==> src/rtl/uart_rx_bit_timer.sv <==
// UART RX bit timer: counts oversampling edges per bit and bits per frame,
// and decodes the centre sample window, bit-end and frame-done strobes.
// Prescale and frame length are captured at frame start. An illegal
// configuration parks the block in an error state until enable drops.
module uart_rx_bit_timer #(
  parameter int PRESC_W   = 6,
  parameter int BIT_CNT_W = 4
) (
  input  logic                 CLK,
  input  logic                 RST,
  input  logic                 enable,
  input  logic [PRESC_W-1:0]   prescale,
  input  logic [BIT_CNT_W-1:0] frame_len,
  output logic [PRESC_W-1:0]   edge_cnt,
  output logic [BIT_CNT_W-1:0] bit_cnt,
  output logic                 sample_strb,
  output logic                 mid_strb,
  output logic                 bit_end,
  output logic                 frame_done,
  output logic                 busy,
  output logic                 cfg_err
);

  typedef enum logic [1:0] {
    IDLE = 2'd0,
    RUN  = 2'd1,
    HOLD = 2'd2,
    ERR  = 2'd3
  } state_t;

  localparam logic [PRESC_W-1:0]   ONE_P     = PRESC_W'(1);
  localparam logic [PRESC_W-1:0]   PRESC_MIN = PRESC_W'(4);
  localparam logic [BIT_CNT_W-1:0] ONE_B     = BIT_CNT_W'(1);

  state_t               state, state_nxt;
  logic [PRESC_W-1:0]   presc_q, presc_nxt;
  logic [BIT_CNT_W-1:0] len_q, len_nxt;
  logic [PRESC_W-1:0]   edge_nxt;
  logic [BIT_CNT_W-1:0] bit_nxt;
  logic [PRESC_W-1:0]   half;
  logic                 edge_last;
  logic                 bit_last;

  // Position compares against the latched frame shape. Legality is checked
  // before RUN, so presc_q-1 and len_q-1 never wrap while they matter.
  assign half      = presc_q >> 1;
  assign edge_last = (edge_cnt == presc_q - ONE_P);
  assign bit_last  = (bit_cnt == len_q - ONE_B);

  // State, counter and configuration registers.
  always_ff @(posedge CLK or posedge RST) begin
    if (RST) begin
      state    <= IDLE;
      edge_cnt <= '0;
      bit_cnt  <= '0;
      presc_q  <= '0;
      len_q    <= '0;
    end else begin
      state    <= state_nxt;
      edge_cnt <= edge_nxt;
      bit_cnt  <= bit_nxt;
      presc_q  <= presc_nxt;
      len_q    <= len_nxt;
    end
  end

  // Next-state logic: frame start/latch, edge/bit counting, abort and parking.
  always_comb begin
    state_nxt = state;
    edge_nxt  = edge_cnt;
    bit_nxt   = bit_cnt;
    presc_nxt = presc_q;
    len_nxt   = len_q;
    case (state)
      IDLE: begin
        edge_nxt = '0;
        bit_nxt  = '0;
        if (enable) begin
          presc_nxt = prescale;
          len_nxt   = frame_len;
          if ((prescale < PRESC_MIN) || (frame_len == '0)) begin
            state_nxt = ERR;
          end else begin
            state_nxt = RUN;
          end
        end
      end
      RUN: begin
        if (!enable) begin
          // Abort: drop the frame without a completion pulse on the next cycle.
          state_nxt = IDLE;
          edge_nxt  = '0;
          bit_nxt   = '0;
        end else if (edge_last) begin
          edge_nxt = '0;
          if (bit_last) begin
            bit_nxt   = '0;
            state_nxt = HOLD;
          end else begin
            bit_nxt = bit_cnt + ONE_B;
          end
        end else begin
          edge_nxt = edge_cnt + ONE_P;
        end
      end
      HOLD, ERR: begin
        // Wait for the RX FSM to release enable; no automatic restart.
        edge_nxt = '0;
        bit_nxt  = '0;
        if (!enable) begin
          state_nxt = IDLE;
        end
      end
      default: begin
        state_nxt = IDLE;
        edge_nxt  = '0;
        bit_nxt   = '0;
      end
    endcase
  end

  // Output decodes from registered state and counters, active only in RUN.
  always_comb begin
    sample_strb = 1'b0;
    mid_strb    = 1'b0;
    bit_end     = 1'b0;
    frame_done  = 1'b0;
    busy        = (state == RUN);
    cfg_err     = (state == ERR);
    if (state == RUN) begin
      sample_strb = (edge_cnt == half - ONE_P) || (edge_cnt == half) ||
                    (edge_cnt == half + ONE_P);
      mid_strb    = (edge_cnt == half);
      bit_end     = edge_last;
      frame_done  = edge_last && bit_last;
    end
  end

endmodule

==> config.mk <==
export PLATFORM = sky130hd
export DESIGN_NAME = uart_rx_bit_timer
export DESIGN_NICKNAME = d
export VERILOG_FILES = /design/src/rtl/uart_rx_bit_timer.sv
export SDC_FILE = /design/constraint.sdc
export NUM_CORES = 1
export LEC_CHECK = 0
export ABC_AREA = 1
export BUFFER_PORTS_ARGS = -buffer_cell sky130_fd_sc_hd__buf_2
export CAP_MARGIN = 20
export CORE_MARGIN = 8
export CORE_UTILIZATION = 55
export DETAILED_ROUTE_END_ITERATION = 10
export GPL_TIMING_DRIVEN = 1
export PLACE_DENSITY_LB_ADDON = 0.15
export SLEW_MARGIN = 20
export SYNTH_ARGS = -nofsm -noshare
export SYNTH_HDL_FRONTEND = slang
export SYNTH_SLANG_ARGS = --single-unit
==> constraint.sdc <==
create_clock -name CLK -period 3.4 [get_ports CLK]
set_clock_uncertainty 0.2 [all_clocks]
set_input_delay 0.34 -clock CLK [delete_from_list [all_inputs] [get_ports CLK]]
set_output_delay 0.34 -clock CLK [all_outputs]
set_load 0.02 [all_outputs]
==> flow_summary_export.csv <==
group,metric,value,unit
logic_synthesis,synth_edf_count,0,
logic_synthesis,synth_compound_gate_area_share,5.25,%
drt,wirelength,3640,um
logic_synthesis,synth_xor_area_share,9.18,%
floorplanning,die_area,0.00516,sq mm
worst_setup_path,worst_setup_path_startpoint,"presc_q[1]",
power_and_ir_drop,leakage,0.00107,uW
cells_and_area,fillers,302,
clocking,cts_buffers,3,
drt,drtIter0Drc,86,
power_and_ir_drop,p_seq_share,32.3,%
global_route,grt_pass1_vias,1406,
sta,setup_viol,0,
worst_setup_path,cp.depth,9,
logic_synthesis,synth.ff_latch_count,22,
cells_and_area,n_antenna_cell,0,
logic_synthesis,synth_top_family_by_area,"simple AND/OR/NAND/NOR gates",
run_status,status,"complete, but fails checks",
cells_and_area,design_area,0.00187,sq mm
power_and_ir_drop,p_sw,683,uW
power_and_ir_drop,pwr-share-comb,59.1,%
drt,vias,1515,
worst_setup_path,r2r-end,"state[0]",
logic_synthesis,ys_async_sr_fraction,100,%
floorplanning,core,0.00300,sq mm
placed_design,place_hpwl,2890,um
sta,worst_pin_slew,857,ps
global_route,grt_max_degree,23,
sta,timing.final.crit_share,74.5,%
clocking,clock_path_buffers,2,
worst_setup_path,critPathKind,"reg -> out",
logic_synthesis,synth.yosys.warnings,0,
clocking,cts_tree,"yes",
worst_setup_path,cp_cell_sequence,"inv_1 > ha_1 > xnor2_1 > nor2_1 > nand2_1 > nor2_2 > nand2_4 > nor3_1 > buf_2",
job,drv_cap,0,
clocking,clkTransAtPathRegs,120,ps
floorplanning,ios,29,
clocking,cts-hold-fix-buffers,0,
logic_synthesis,mappedNetlistNets,268,
drt,firstDrtPassIters,4,
floorplanning,die_w,71.9,um
global_route,grt.total_usage,15.1,%
clocking,cts-root-buf,"clkbuf_4",
sta,relSlewSlack,42.8,%
logic_synthesis,synth_fa_ha_area_share,5.10,%
sta,tns,0,ps
worst_setup_path,cpPeakStageDelay,430,ps
logic_synthesis,netlist_instances,248,
placed_design,gp_congestion,0.874,
drt,ant_nets,0,
cells_and_area,area_delta_synth_final,9.18,%
run_status,violations,"hold timing",
global_route,overflow,0,
clocking,ctsResizeCount,0,
global_route,antenna_found_initial,0,
drt,post_drt_wl_per_cell,11.9,um
worst_setup_path,startpoint_type,"register",
cells_and_area,final_cell_mix,"nand2_1, nor2_1, inv_1",
drt,drc_errors,0,
worst_setup_path,critPathBufInv,2,
sta,slew_violations,0,
worst_setup_path,worstPathArrival,1990,ps
sta,rsz0062_at_grt,"no",
power_and_ir_drop,power.internal,691,uW
drt,avgViaCountPerCell,4.95,
logic_synthesis,synth_ff_type,"dfrtp_1",
clocking,h-tree-depth,1,
cells_and_area,layout_commonest_cell,"nand2_1",
worst_setup_path,rr_worst_depth,11,
worst_setup_path,crit_family,"simple AND/OR/NAND/NOR gates",
worst_setup_path,end_kind,"output port",
worst_setup_path,reg2reg_from,"presc_q[1]",
placed_design,placed_area,0.00185,sq mm
worst_hold_path,hold_class,"in -> async",
sta,min_period,2530,ps
sta,whs,-8.65,ps
placed_design,port_buffers,28,
cells_and_area,drive_gt1_share,18.3,%
power_and_ir_drop,switching_share,49.7,%
global_route,grt_pass1_wl,6310,um
sta,hold_viol,22,
worst_setup_path,crit_end,"frame_done",
worst_setup_path,worstPathRequired,2860,ps
logic_synthesis,synth_seq_area_share,32.1,%
clocking,cts_sinks,22,
power_and_ir_drop,powerDensity,733,mW/mm^2
logic_synthesis,syn-mean-instance-area,6.92,sq um
worst_setup_path,worst-path-max-fanout,7,
clocking,insertion_delay,300,ps
worst_setup_path,rrSetupSlack,1390,ps
power_and_ir_drop,vdd_drop_max,0.465,mV
power_and_ir_drop,clkPwrFrac,8.6,%
logic_synthesis,post_synth_and_or_nand_nor_area_fraction,38.0,%
floorplanning,start_util,57.2,%
floorplanning,die_h,71.9,um
logic_synthesis,synth.area.mux_share,0,%
sta,fmax,395,MHz
logic_synthesis,yosysUniqueCellTypes,29,
worst_setup_path,cp_slowest_cell,"dfrtp_1",
cells_and_area,nets,295,
floorplanning,rows,20,
logic_synthesis,syn_area,0.00172,sq mm
clocking,post_cts_buffers,0,
==> power groups by stage <==
stage / logic (uW) / clock network [uW] / registers, uW
2_1_floorplan: 714 / 0 / 415
3_3_place_gp: 806 / 0 / 449
3_5_place_dp: 816 / 0 / 451
4_1_cts: 821 / 122 / 445
5_1_grt: 924 / 133 / 462
6_report: 812 / 118 / 444
==> registers in the layout, indices dropped and copies added (netlist names) <==
signal and cells:
presc_q 6, edge_cnt 6, bit_cnt 4, state 2, len_q 4
==> metrics by stage <==
step | hold slack, ps | std cells | power, uW | utilization [%] | setup WS, ps
after floorplan | 129 | 248 | 1130 | - | 1150
after CTS | 23.6 | 306 | 1390 | 62.4 | 850
after global routing | 58.8 | 306 | 1520 | 62.4 | 684
final | -8.65 | 306 | 1370 | 62.4 | 868
after global placement | 270 | 303 | 1250 | 61.7 | 1250
after detailed placement | 278 | 303 | 1270 | 61.7 | 1210
==> layer usage <==
layer	GRT usage [%]	share of wire [%]
met3	2.65	3.5
met5	0	0
met2	26.5	47
met4	5.22	1.3
met1	17.9	48
==> cell usage after synthesis, types with 2 or more instances <==
master | instances | area [sq um]
xor2_1 | 6 | 52.6
nor2_4 | 2 | 22.5
o21ai_0 | 11 | 55.1
nor3b_2 | 2 | 25.0
a21oi_1 | 4 | 20.0
nor2_2 | 3 | 18.8
nand3b_1 | 3 | 22.5
nand2_1 | 73 | 274
inv_1 | 29 | 109
nand2_4 | 2 | 22.5
nor2_1 | 30 | 113
nand2_2 | 4 | 25.0
clkbuf_1 | 2 | 7.51
xnor2_1 | 12 | 105
nand3_1 | 20 | 100
dfrtp_1 | 22 | 551
inv_2 | 5 | 18.8
ha_1 | 7 | 87.6
==> cells by family after synthesis <==
| logic type | count (synthesis) |
|---|---|
| adder cells (fa/ha/maj) | 7 |
| flip-flops | 22 |
| AO/OA/AOI/OAI | 17 |
| buffers and inverters | 41 |
| XOR/XNOR | 18 |
| AND/OR/NAND/NOR | 143 |
==> area by class of cell <==
class	count	area, sq um	area share, %
Clock buffer	3	22.5	1.20
Inverter	35	131	7.01
Multi-Input combinational cell	185	988	52.7
Sequential cell	22	551	29.4
Tap cell	33	41.3	2.20
Timing Repair Buffer	28	140	7.48
==> worst min-delay path by stage <==
stage / startpoint / to / slack, ps
after floorplan: RST / bit_cnt[0] / 130
after global placement: len_q[1] / len_q[1] / 270
after detailed placement: len_q[1] / len_q[1] / 280
after CTS: RST / bit_cnt[0] / 20
after global routing: RST / bit_cnt[0] / 60
final: RST / len_q[1] / -9
==> worst register-to-register path: cells and delay by family, from the launching register on <==
kind	cells	cell delay, ps
adders and majority gates	1	260
DFF	1	430
and+or+nand+nor	8	730
xor gates and xnor gates	1	120
buffers and inverters	1	160
(Power assumes the default switching activity.)
